## src/rtl/mc_port_arbiter_if.sv

```systemverilog
// Memory-controller side of the port arbiter: request bus toward the MC and
// response bus back from it, with the arbiter as master and the MC as slave.
interface mc_port_arbiter_if #(
  parameter int MC_RTNCTL_WIDTH = 32
);
  // Handshake: a request transfers on every clock where mc_rq_vld is high and
  // mc_rq_stall is low; a response transfers where mc_rs_vld is high and
  // mc_rs_stall is low. Payload must stay stable while valid and stalled.
  logic                       mc_rq_vld;
  logic [2:0]                 mc_rq_cmd;
  logic [1:0]                 mc_rq_size;
  logic [47:0]                mc_rq_vadr;
  logic [63:0]                mc_rq_data;
  logic [MC_RTNCTL_WIDTH-1:0] mc_rq_rtnctl;
  logic                       mc_rq_stall;
  logic                       mc_rs_vld;
  logic [2:0]                 mc_rs_cmd;
  logic [MC_RTNCTL_WIDTH-1:0] mc_rs_rtnctl;
  logic [63:0]                mc_rs_data;
  logic                       mc_rs_stall;

  modport master (
    output mc_rq_vld, mc_rq_cmd, mc_rq_size, mc_rq_vadr, mc_rq_data, mc_rq_rtnctl,
    input  mc_rq_stall,
    input  mc_rs_vld, mc_rs_cmd, mc_rs_rtnctl, mc_rs_data,
    output mc_rs_stall
  );

  modport slave (
    input  mc_rq_vld, mc_rq_cmd, mc_rq_size, mc_rq_vadr, mc_rq_data, mc_rq_rtnctl,
    output mc_rq_stall,
    output mc_rs_vld, mc_rs_cmd, mc_rs_rtnctl, mc_rs_data,
    input  mc_rs_stall
  );
endinterface

```

## src/rtl/mc_port_arbiter.sv

```systemverilog
// Shares one MC request/response port among NUM_CORE cores: round-robin grant
// into a single stall-holding register stage, rtnctl tagging and response routing.
module mc_port_arbiter #(
  parameter int NUM_CORE        = 4,
  parameter int NB_COREID       = 2,
  parameter int MC_RTNCTL_WIDTH = 32,
  parameter int MAX_OUTST       = 8,
  parameter int NB_OUTST        = 4
) (
  input  logic                                clk,
  input  logic                                rst_n,
  input  logic [NUM_CORE-1:0]                 core_rq_vld,
  input  logic [3*NUM_CORE-1:0]               core_rq_cmd,
  input  logic [2*NUM_CORE-1:0]               core_rq_size,
  input  logic [48*NUM_CORE-1:0]              core_rq_vadr,
  input  logic [64*NUM_CORE-1:0]              core_rq_data,
  input  logic [MC_RTNCTL_WIDTH*NUM_CORE-1:0] core_rq_rtnctl,
  output logic [NUM_CORE-1:0]                 core_rq_gnt,
  mc_port_arbiter_if.master                   mc,
  output logic [NUM_CORE-1:0]                 core_rs_vld,
  output logic [2:0]                          core_rs_cmd,
  output logic [MC_RTNCTL_WIDTH-1:0]          core_rs_rtnctl,
  output logic [63:0]                         core_rs_data,
  input  logic [NUM_CORE-1:0]                 core_rs_stall,
  output logic                                idle,
  output logic                                tag_err
);
  localparam int TAG_LSB = MC_RTNCTL_WIDTH - NB_COREID;

  logic [NB_OUTST-1:0]  outst [NUM_CORE];
  logic [NB_COREID-1:0] ptr;
  logic [NB_COREID-1:0] gnt_idx;
  logic [NB_COREID-1:0] tgt;
  logic [NUM_CORE-1:0]  eligible;
  logic [NUM_CORE-1:0]  inc;
  logic [NUM_CORE-1:0]  dec;
  logic [NUM_CORE-1:0]  zero;
  logic                 slot_free;
  logic                 found;
  logic                 gnt_vld;
  logic                 deliver;

  assign slot_free = !mc.mc_rq_vld || !mc.mc_rq_stall;

  // Saturated cores drop out of the search instead of blocking the pointer.
  always_comb begin
    eligible = '0;
    for (int i = 0; i < NUM_CORE; i++)
      eligible[i] = core_rq_vld[i] && (outst[i] < NB_OUTST'(MAX_OUTST));
  end

  always_comb begin
    int                   idx;
    logic [NB_COREID-1:0] idx_c;
    found   = 1'b0;
    gnt_idx = '0;
    for (int k = 0; k < NUM_CORE; k++) begin
      idx = int'(ptr) + k;
      if (idx >= NUM_CORE) idx = idx - NUM_CORE;
      idx_c = NB_COREID'(idx);
      if (!found && eligible[idx_c]) begin
        found   = 1'b1;
        gnt_idx = idx_c;
      end
    end
  end

  // No grant while reset is held: the core would believe its request was taken.
  assign gnt_vld = found && slot_free && rst_n;

  always_comb begin
    core_rq_gnt = '0;
    if (gnt_vld) core_rq_gnt[gnt_idx] = 1'b1;
  end

  always_ff @(posedge clk or negedge rst_n) begin
    if (!rst_n) begin
      mc.mc_rq_vld    <= 1'b0;
      mc.mc_rq_cmd    <= '0;
      mc.mc_rq_size   <= '0;
      mc.mc_rq_vadr   <= '0;
      mc.mc_rq_data   <= '0;
      mc.mc_rq_rtnctl <= '0;
      ptr             <= '0;
    end else if (gnt_vld) begin
      mc.mc_rq_vld    <= 1'b1;
      mc.mc_rq_cmd    <= core_rq_cmd[gnt_idx*3 +: 3];
      mc.mc_rq_size   <= core_rq_size[gnt_idx*2 +: 2];
      mc.mc_rq_vadr   <= core_rq_vadr[gnt_idx*48 +: 48];
      mc.mc_rq_data   <= core_rq_data[gnt_idx*64 +: 64];
      mc.mc_rq_rtnctl <= {gnt_idx, core_rq_rtnctl[gnt_idx*MC_RTNCTL_WIDTH +: TAG_LSB]};
      ptr             <= (gnt_idx == NB_COREID'(NUM_CORE - 1)) ? '0 : gnt_idx + 1'b1;
    end else if (slot_free) begin
      mc.mc_rq_vld <= 1'b0;
    end
  end

  // Responses route by the core tag that the request side placed in rtnctl.
  assign tgt            = mc.mc_rs_rtnctl[MC_RTNCTL_WIDTH-1 -: NB_COREID];
  assign mc.mc_rs_stall = mc.mc_rs_vld && core_rs_stall[tgt];
  assign deliver        = mc.mc_rs_vld && !mc.mc_rs_stall;
  assign core_rs_cmd    = mc.mc_rs_cmd;
  assign core_rs_rtnctl = mc.mc_rs_rtnctl;
  assign core_rs_data   = mc.mc_rs_data;

  always_comb begin
    core_rs_vld      = '0;
    core_rs_vld[tgt] = mc.mc_rs_vld;
  end

  always_comb begin
    inc  = '0;
    dec  = '0;
    zero = '0;
    idle = !mc.mc_rq_vld;
    for (int i = 0; i < NUM_CORE; i++) begin
      inc[i]  = gnt_vld && (gnt_idx == NB_COREID'(i));
      dec[i]  = deliver && (tgt == NB_COREID'(i));
      zero[i] = (outst[i] == '0);
      if (!zero[i]) idle = 1'b0;
    end
  end

  // A simultaneous grant and delivery to one core cancel out.
  always_ff @(posedge clk or negedge rst_n) begin
    if (!rst_n) begin
      for (int i = 0; i < NUM_CORE; i++) outst[i] <= '0;
      tag_err <= 1'b0;
    end else begin
      for (int i = 0; i < NUM_CORE; i++) begin
        if (inc[i] && !dec[i])
          outst[i] <= outst[i] + 1'b1;
        else if (dec[i] && !inc[i] && !zero[i])
          outst[i] <= outst[i] - 1'b1;
      end
      if (|(dec & zero)) tag_err <= 1'b1;
    end
  end
endmodule

```

## src/flat_wrapper.sv

```systemverilog
// flat-port wrapper written by rule: the top's interface ports become plain ports
module mc_port_arbiter_flat 
#(
  parameter int NUM_CORE        = 4,
  parameter int NB_COREID       = 2,
  parameter int MC_RTNCTL_WIDTH = 32,
  parameter int MAX_OUTST       = 8,
  parameter int NB_OUTST        = 4
)
  (clk, rst_n, core_rq_vld, core_rq_cmd, core_rq_size, core_rq_vadr, core_rq_data, core_rq_rtnctl, core_rq_gnt, core_rs_vld, core_rs_cmd, core_rs_rtnctl, core_rs_data, core_rs_stall, idle, tag_err, mc_mc_rq_vld, mc_mc_rq_cmd, mc_mc_rq_size, mc_mc_rq_vadr, mc_mc_rq_data, mc_mc_rq_rtnctl, mc_mc_rq_stall, mc_mc_rs_vld, mc_mc_rs_cmd, mc_mc_rs_rtnctl, mc_mc_rs_data, mc_mc_rs_stall);
  mc_port_arbiter_if #(.MC_RTNCTL_WIDTH(MC_RTNCTL_WIDTH)) mc_i ();
  input  logic clk;
  input  logic rst_n;
  input  logic [NUM_CORE-1:0] core_rq_vld;
  input  logic [3*NUM_CORE-1:0] core_rq_cmd;
  input  logic [2*NUM_CORE-1:0] core_rq_size;
  input  logic [48*NUM_CORE-1:0] core_rq_vadr;
  input  logic [64*NUM_CORE-1:0] core_rq_data;
  input  logic [MC_RTNCTL_WIDTH*NUM_CORE-1:0] core_rq_rtnctl;
  output logic [NUM_CORE-1:0] core_rq_gnt;
  output logic [NUM_CORE-1:0] core_rs_vld;
  output logic [2:0] core_rs_cmd;
  output logic [MC_RTNCTL_WIDTH-1:0] core_rs_rtnctl;
  output logic [63:0] core_rs_data;
  input  logic [NUM_CORE-1:0] core_rs_stall;
  output logic idle;
  output logic tag_err;
  output wire logic [$bits(mc_i.mc_rq_vld)-1:0] mc_mc_rq_vld;
  output wire logic [$bits(mc_i.mc_rq_cmd)-1:0] mc_mc_rq_cmd;
  output wire logic [$bits(mc_i.mc_rq_size)-1:0] mc_mc_rq_size;
  output wire logic [$bits(mc_i.mc_rq_vadr)-1:0] mc_mc_rq_vadr;
  output wire logic [$bits(mc_i.mc_rq_data)-1:0] mc_mc_rq_data;
  output wire logic [$bits(mc_i.mc_rq_rtnctl)-1:0] mc_mc_rq_rtnctl;
  input wire logic [$bits(mc_i.mc_rq_stall)-1:0] mc_mc_rq_stall;
  input wire logic [$bits(mc_i.mc_rs_vld)-1:0] mc_mc_rs_vld;
  input wire logic [$bits(mc_i.mc_rs_cmd)-1:0] mc_mc_rs_cmd;
  input wire logic [$bits(mc_i.mc_rs_rtnctl)-1:0] mc_mc_rs_rtnctl;
  input wire logic [$bits(mc_i.mc_rs_data)-1:0] mc_mc_rs_data;
  output wire logic [$bits(mc_i.mc_rs_stall)-1:0] mc_mc_rs_stall;
  assign mc_mc_rq_vld = mc_i.mc_rq_vld;
  assign mc_mc_rq_cmd = mc_i.mc_rq_cmd;
  assign mc_mc_rq_size = mc_i.mc_rq_size;
  assign mc_mc_rq_vadr = mc_i.mc_rq_vadr;
  assign mc_mc_rq_data = mc_i.mc_rq_data;
  assign mc_mc_rq_rtnctl = mc_i.mc_rq_rtnctl;
  assign mc_i.mc_rq_stall = mc_mc_rq_stall;
  assign mc_i.mc_rs_vld = mc_mc_rs_vld;
  assign mc_i.mc_rs_cmd = mc_mc_rs_cmd;
  assign mc_i.mc_rs_rtnctl = mc_mc_rs_rtnctl;
  assign mc_i.mc_rs_data = mc_mc_rs_data;
  assign mc_mc_rs_stall = mc_i.mc_rs_stall;
  mc_port_arbiter #(.NUM_CORE(NUM_CORE), .NB_COREID(NB_COREID), .MC_RTNCTL_WIDTH(MC_RTNCTL_WIDTH), .MAX_OUTST(MAX_OUTST), .NB_OUTST(NB_OUTST)) u_core (.clk(clk), .rst_n(rst_n), .core_rq_vld(core_rq_vld), .core_rq_cmd(core_rq_cmd), .core_rq_size(core_rq_size), .core_rq_vadr(core_rq_vadr), .core_rq_data(core_rq_data), .core_rq_rtnctl(core_rq_rtnctl), .core_rq_gnt(core_rq_gnt), .mc(mc_i), .core_rs_vld(core_rs_vld), .core_rs_cmd(core_rs_cmd), .core_rs_rtnctl(core_rs_rtnctl), .core_rs_data(core_rs_data), .core_rs_stall(core_rs_stall), .idle(idle), .tag_err(tag_err));
endmodule
```

## config.mk

```make
export PLATFORM = sky130hd
export DESIGN_NAME = mc_port_arbiter_flat
export DESIGN_NICKNAME = d
export VERILOG_FILES = /design/src/rtl/mc_port_arbiter_if.sv /design/src/rtl/mc_port_arbiter.sv /design/src/flat_wrapper.sv
export SDC_FILE = /design/constraint.sdc
export NUM_CORES = 1
export LEC_CHECK = 0
export CAP_MARGIN = 40
export CORE_AREA = 3 3 379 381
export DETAILED_ROUTE_END_ITERATION = 8
export DIE_AREA = 0 0 382 384
export HOLD_SLACK_MARGIN = 0.1
export SLEW_MARGIN = 20
export SYNTH_ARGS = -nofsm -noshare
export SYNTH_HDL_FRONTEND = slang
export SYNTH_SLANG_ARGS = --single-unit
```

## constraint.sdc

```tcl
create_clock -name clk -period 4.7 [get_ports clk]
set_input_delay 0.94 -clock clk [delete_from_list [all_inputs] [get_ports clk]]
set_output_delay 0.94 -clock clk [all_outputs]
set_load 0.005 [all_outputs]
```

==> summary.md, run 1 <==
| Metric | Value |
|---|---|
| Total of max-cap violations | 0 |
| Origin of the worst setup path | core_rq_vld[0] |
| # Post-CTS Setup Buffers | 0 |
| CP cell instances | clkdlybuf4s50_1 -> or4b_4 -> a21boi_1 -> o21ai_4 -> inv_8 -> ha_1 -> and2_1 -> clkdlybuf4s50_1 |
| Worst Setup End Kind | output port |
| Cell Pwr Density | 520 nW/µm² |
| Wire length per cell | 20.0 µm |
| Final period util | 89.2% |
| Setup crit start kind | input port |
| Footprint of the multi-input gates | 5990 µm² |
| Seq/Total Area, Yosys | 36.8% |
| Initial DRT Pass Iterations | 5 |
| Final hold slack | 0.241 ns |
| Dpl ws | 0.513 ns |
| Slew margin rel. | 39.1% |
| Critical Path RT | 3.76 ns |
| Setup TNS | 0 ns |
| Root Buffer | clkbuf_16 |
| Post-CTS Hold Buffers | 0 |
| Setup Skew | 0.0289 ns |
| Peak VDD IR | 443 µV |
| Clock Path Buffers | 2 |
| Share of the synthesized area in the top cell type | 36.8% |
| Post-synth EDFFs | 0 |
| Initial core utilization | 8.16% |
| Via count | 13676 |
| Fin. Hold Viols | 0 |
| Main flop type after synthesis | dfrtp_1 |
| Outcome | finished, final reports clean |
| CTS tree | yes |
| Antenna violations before repair | 18 |
| Cells after Synth | 1548 |
| Die area | 147000 µm² |
| Clock Sinks | 169 |
| GP Congestion | 0.881 |
| Leading area contributor after synthesis | dfrtp_1 |
| Critical path type | input port to output port |
| H-tree Lvls | 4 |
| Seq cells post-synth | 169 |
| Vias in the first global route | 13541 |
| CP max FO | 6 |
| Port buffer count | 764 |
| FP Rows | 138 |
| Dpl hpwl | 68.0 mm |
| Slowest-stage cell, CP | clkdlybuf4s50_1 |
| Final setup fails | 0 |
| Fmax | 239 MHz |
| Drt via density | 3.37 |
| Crit-path max cell delay | 0.52 ns |
| Residual DRC | 0 |
| Height of the die | 384 µm |
| IO Pins | 967 |
| Syn_nets | 2268 |
| CP Data Arrival Time | 3.25 ns |
| RR Startpoint | u_core.outst[7]$_DFFE_PN0P_ |
| Synth Area per Inst | 7.42 µm² |
| Largest net degree at the start of global routing | 147 |
| Most frequent cell on the critical path | clkdlybuf4s50_1 |
| Share of cells above drive strength 1 | 4.15% |
| Die width | 382 µm |
| WL final | 81.3 mm |
| GRT Util Overall | 10.6% |
| Fin crit period | 4.19 ns |
| Least-Margin Pin Slew | 0.913 ns |
| Asr flop ratio synth | 100% |
| Clk_lat worst skew | 0.52 ns |
| Worst reg2reg setup slack | 1.46 ns |
| Antenna-violating nets left | 0 |
| Reg2Reg Depth | 9 |
| Initial drt markers | 797 |
| Unique masters post-synth | 52 |
| Worst flop-to-flop path endpoint | u_core.mc.mc_rq_vadr[35]$_DFFE_PN0P_ |
| Fillers | 16109 |
| Storage cell area | 4230 µm² |
| CTS Buf Count | 17 |
| Synth Warn # | 0 |
| Clk slew on worst S/H paths | 0.09 ns |
| Leakage | 0.00865 µW |
| Post-CTS sizing | 0 |
| Fin nets | 2875 |
| Worst Hold Class | input port to asynchronous set/reset pin |
| Synth Cell Area | 11500 µm² |
| Final setup margin | 0.509 ns |
| Core area | 141000 µm² |
| Crit path capture | core_rq_gnt[3] |
| Global route total overflow | 0 |
| First-pass GRT wire length | 108 mm |
| Util after Layout | 15.1% |
| Synth area leaders | dfrtp_1 (37%), nand2_1 (24%), a221o_1 (13%) |
| Max Slew Vio Count | 0 |
| Synthesis-to-layout area growth | 85.5% |
| RSZ-0062 raised after global routing | no |
Yosys cell counts, types with 4 or more instances:
library cell,count
nand2_1,746
dfrtp_1,169
a21oi_1,155
a221o_1,148
buf_4,99
buf_2,61
clkbuf_1,48
ha_1,9
buf_1,8
nor2_1,8
inv_1,7
a21o_1,6
nand2b_1,6
nor4_1,6
nor2b_1,5
nor3_1,5
xor2_1,5
fa_1,4
mux2_2,4
mux2i_1,4
xnor2_1,4
how the worst min path moves through the flow:
stage / start / end / cells past startpoint
floorplan: u_core.outst[3]$_DFFE_PN0P_ / u_core.outst[3]$_DFFE_PN0P_ / 1
detailed placement: u_core.mc.mc_rq_rtnctl[30]$_DFFE_PN0P_ / u_core.mc.mc_rq_rtnctl[30]$_DFFE_PN0P_ / 2
global route: rst_n / u_core.mc.mc_rq_vadr[8]$_DFFE_PN0P_ / 1
CTS: rst_n / u_core.mc.mc_rq_vadr[8]$_DFFE_PN0P_ / 1
global placement: u_core.mc.mc_rq_rtnctl[31]$_DFFE_PN0P_ / u_core.mc.mc_rq_rtnctl[31]$_DFFE_PN0P_ / 1
finish: rst_n / u_core.mc.mc_rq_vadr[8]$_DFFE_PN0P_ / 1
area by class of cell:
cell class,instances,share of cell area [%]
Clock buffer,18,2.06
Timing Repair Buffer,804,38.0
Antenna cell,2,0.0235
Inverter,9,0.205
Multi-Input combinational cell,1154,28.1
Clock inverter,14,0.698
Tap cell,1890,11.1
Sequential cell,169,19.8
layer usage:
layer  share of wire [%]  GRT usage (%)
met1                  45           13.8
met2                  45           16.7
met3                 8.0           3.53
met4                 2.0           2.74
met5               0.027              0
stage by stage:
step | instance area [µm²] | std cells | power [µW]
global placement | 20700 | 4024 | 9650
global route | 21300 | 4060 | 11900
CTS | 21300 | 4057 | 11400
detailed placement | 20700 | 4025 | 9690
floorplan | 11500 | 1548 | 5780
finish | 21300 | 4060 | 11100
critical path: cells and delay by family:
family                     cells  cell delay, ns
AOI/OAI and AO/OA              2            0.33
adders and majority gates      1            0.23
buffers and inverters          3            1.09
and+or+nand+nor                2            0.65
registers in the layout, summed over array words and instances, names as in the netlist:
signal	cells
u_core.mc.mc_rq_cmd	3
u_core.mc.mc_rq_data	64
u_core.mc.mc_rq_rtnctl	32
u_core.mc.mc_rq_size	2
u_core.mc.mc_rq_vadr	48
u_core.mc.mc_rq_vld	1
u_core.outst	16
u_core.ptr	2
u_core.tag_err	1
layout by cell type, fill, tap and decap left out, types with 2 or more instances in the layout:
master / n
mux2i_1: 4
buf_16: 2
inv_8: 6
fa_1: 4
a311o_1: 2
nor3b_1: 2
buf_4: 30
a221o_1: 148
o22ai_1: 2
clkinv_8: 2
inv_6: 2
nor2_1: 7
clkdlybuf4s50_1: 763
o21ai_0: 2
xor2_1: 5
or3_1: 2
nand4_1: 2
nor2b_1: 5
a21o_1: 6
nand2_1: 745
buf_12: 8
dfrtp_1: 169
ha_1: 9
a21oi_1: 155
o31ai_1: 2
nor4_1: 6
clkbuf_16: 17
mux2_2: 4
clkinv_4: 4
a21boi_1: 2
and2_1: 2
inv_1: 7
diode_2: 2
nor3_1: 5
nand2b_1: 6
xnor2_1: 4
nor3_4: 2
cells by family after synthesis:
logic type	synth area share, %
simple gates	27.0
compound gates	21.5
buf+inv	11.3
flops	36.8
fa+ha+maj	1.68
mux	1.03
xor+xnor	0.686
power by group:
part	total [µW]	switching (µW)	internal, µW
Combinational	6860	3870	2990
Sequential	2670	537	2140
Clock	1540	821	724
Total	11100	5230	5850
(Power assumes the default switching activity.)
==> inputs of run 2 (changes only) <==
CORE_AREA = 2 2 378 380   (was 3 3 379 381)
DIE_AREA = 0 0 380 382   (was 0 0 382 384)
==> run 2 against run 1 <==
Against the previous run: global-route usage grew 0.30 points; core utilization shrank 0.099 points; sequential share of layout area grew 0.13 points; final area shrank 0.65%; register-to-register slack gained 0.02 ns; critical path depth shrank 1; clock power is essentially flat; first-iteration DRC count shrank 5.8%; flip-flop and latch count is the same; via count shrank 0.19%; maximum frequency shrank 2.1%; power shrank 0.52%; critical endpoint is now core_rq_gnt[0].
==> summary.md, run 2 (same netlist as run 1, synthesis figures left out) <==
| Metric | Value |
|---|---|
| Storage cell area | 4230 µm² |
| Post-route cell area | 21200 µm² |
| Root Buffer | clkbuf_16 |
| Sw Pwr | 5260 µW |
| Post-CTS Hold Buffers | 0 |
| Critical Path RT | 3.76 ns |
| Clk_lat worst skew | 0.51 ns |
| Top reg by flops | u_core.mc.mc_rq_data |
| Setup Skew | 0.0212 ns |
| Antenna violations before repair | 7 |
| IO Pins | 967 |
| Flop pwr share | 24.5% |
| CTS tree | yes |
| Share of cells above drive strength 1 | 3.30% |
| Int Power | 5770 µW |
| Worst reg2reg setup slack | 1.48 ns |
| WL final | 81.6 mm |
| Final period util | 91.1% |
| Total of max-cap violations | 0 |
| Fin crit period | 4.28 ns |
| Residual DRC | 0 |
| # Post-CTS Setup Buffers | 0 |
| Largest net degree at the start of global routing | 149 |
| CTS Buf Count | 17 |
| Most frequent cells in the layout | clkdlybuf4s50_1 (763), nand2_1 (745), dfrtp_1 (169), a21oi_1 (155), a221o_1 (148) |
| Clk slew on worst S/H paths | 0.09 ns |
| Height of the die | 382 µm |
| Clk pwr share | 14.2% |
| Leakage | 0.00857 µW |
| Port buffer count | 764 |
| Cell Pwr Density | 520 nW/µm² |
| Die area | 145000 µm² |
| Max Slew Vio Count | 0 |
| Slew margin rel. | 34.5% |
| CP max FO | 6 |
| Critical path type | input port to output port |
| GRT Util Overall | 10.9% |
| GP Congestion | 0.913 |
| Regs by FF count | u_core.mc.mc_rq_data x64, u_core.mc.mc_rq_vadr x48, u_core.mc.mc_rq_rtnctl x32 |
| Core area | 141000 µm² |
| Least-Margin Pin Slew | 0.983 ns |
| Fin. Hold Viols | 0 |
| Total Power | 11000 µW |
| Fmax | 233 MHz |
| First-pass GRT wire length | 110 mm |
| Switch share | 47.7% |
| Synthesis-to-layout area growth | 84.3% |
| Initial DRT Pass Iterations | 5 |
| Initial core utilization | 8.16% |
| Fin nets | 2856 |
| Final setup fails | 0 |
| Largest register FFs | 64 |
| CP Data Arrival Time | 3.34 ns |
| RSZ-0062 raised after global routing | no |
| Vias in the first global route | 13794 |
| FP Rows | 138 |
| Worst Setup End Kind | output port |
| Most common library cell in the layout ignoring fill and taps | clkdlybuf4s50_1 |
| H-tree Lvls | 4 |
| Die width | 380 µm |
| Setup crit start kind | input port |
| Global route total overflow | 0 |
| Clock Path Buffers | 2 |
| Drt via density | 3.38 |
| Placed Area | 20500 µm² |
| Antenna-violating nets left | 0 |
| Logic pwr share | 61.3% |
| Setup TNS | 0 ns |
| Peak VDD IR | 537 µV |
| Final setup margin | 0.417 ns |
| Footprint of the multi-input gates | 5990 µm² |
| Dpl ws | 0.461 ns |
| Outcome | finished, final reports clean |
| Clock Sinks | 169 |
| Initial drt markers | 751 |
| Via count | 13650 |
| Final hold slack | 0.255 ns |
| Post-CTS sizing | 0 |
| Worst Hold Class | input port to asynchronous set/reset pin |
| Fillers | 16125 |
| Dpl hpwl | 67.3 mm |
| Wire length per cell | 20.2 µm |
[run 2: power groups by stage]
stage / Clock [µW] / Combinational [µW] / Sequential (µW)
2_1_floorplan: 0 / 3190 / 2590
3_3_place_gp: 0 / 6850 / 2700
3_5_place_dp: 0 / 6860 / 2720
4_1_cts: 1700 / 6920 / 2700
5_1_grt: 1730 / 7330 / 2790
6_report: 1560 / 6760 / 2700
[run 2: final timing paths]
path | start | endpoint | depth (start not counted)
worst max-delay path | core_rq_vld[2] | core_rq_gnt[0] | 7
worst min-delay path | rst_n | u_core.mc.mc_rq_vadr[9]$_DFFE_PN0P_ | 1
worst max register to register | u_core.outst[15]$_DFFE_PN0P_ | u_core.outst[11]$_DFFE_PN0P_ | 10
worst min register to register | u_core.mc.mc_rq_rtnctl[31]$_DFFE_PN0P_ | u_core.mc.mc_rq_rtnctl[31]$_DFFE_PN0P_ | 1
max in group asynchronous | rst_n | u_core.mc.mc_rq_data[44]$_DFFE_PN0P_ | 4
min in group clk | u_core.mc.mc_rq_rtnctl[31]$_DFFE_PN0P_ | u_core.mc.mc_rq_rtnctl[31]$_DFFE_PN0P_ | 1
[run 2: worst max-delay path, stage by stage]
cell	delay [ns]
clkdlybuf4s50_1	0.47
nor2b_1	0.30
a21boi_0	0.21
o21ai_4	0.41
inv_8	0.09
nor3_4	0.31
clkdlybuf4s50_1	0.61
[run 2: routing by layer]
layer	up-vias	part of all wire (%)	global-route usage, %
met5	-	0.016	0
met3	78	8.1	3.89
met1	6469	42	13.2
met4	2	2.8	3.48
li1	6353	-	-
met2	748	47	17.9
[run 2: area by class of cell]
| class | instances | share of cell area, % |
|---|---|---|
| antenna | 3 | 0.0354 |
| tap | 1890 | 11.2 |
| multi-input combinational | 1154 | 28.3 |
| sequential | 169 | 20.0 |
| clock buffer | 17 | 2.01 |
| clock inverter | 15 | 0.839 |
| timing repair buffer | 785 | 37.5 |
| inverter | 9 | 0.207 |
[run 2: metrics by stage]
stage / cells / utilization [%]
after floorplan: 1548 / -
after global placement: 4005 / 14.6
after detailed placement: 4005 / 14.6
after CTS: 4037 / 15.0
after global routing: 4041 / 15.0
final: 4042 / 15.0
==> inputs of run 3 (changes only) <==
CTS_CLUSTER_DIAMETER = 120   (was default)
CTS_CLUSTER_SIZE = 14   (was default)
==> results of run 3 <==
No change in the layout: final DEF, timing and power equal those of run 2.
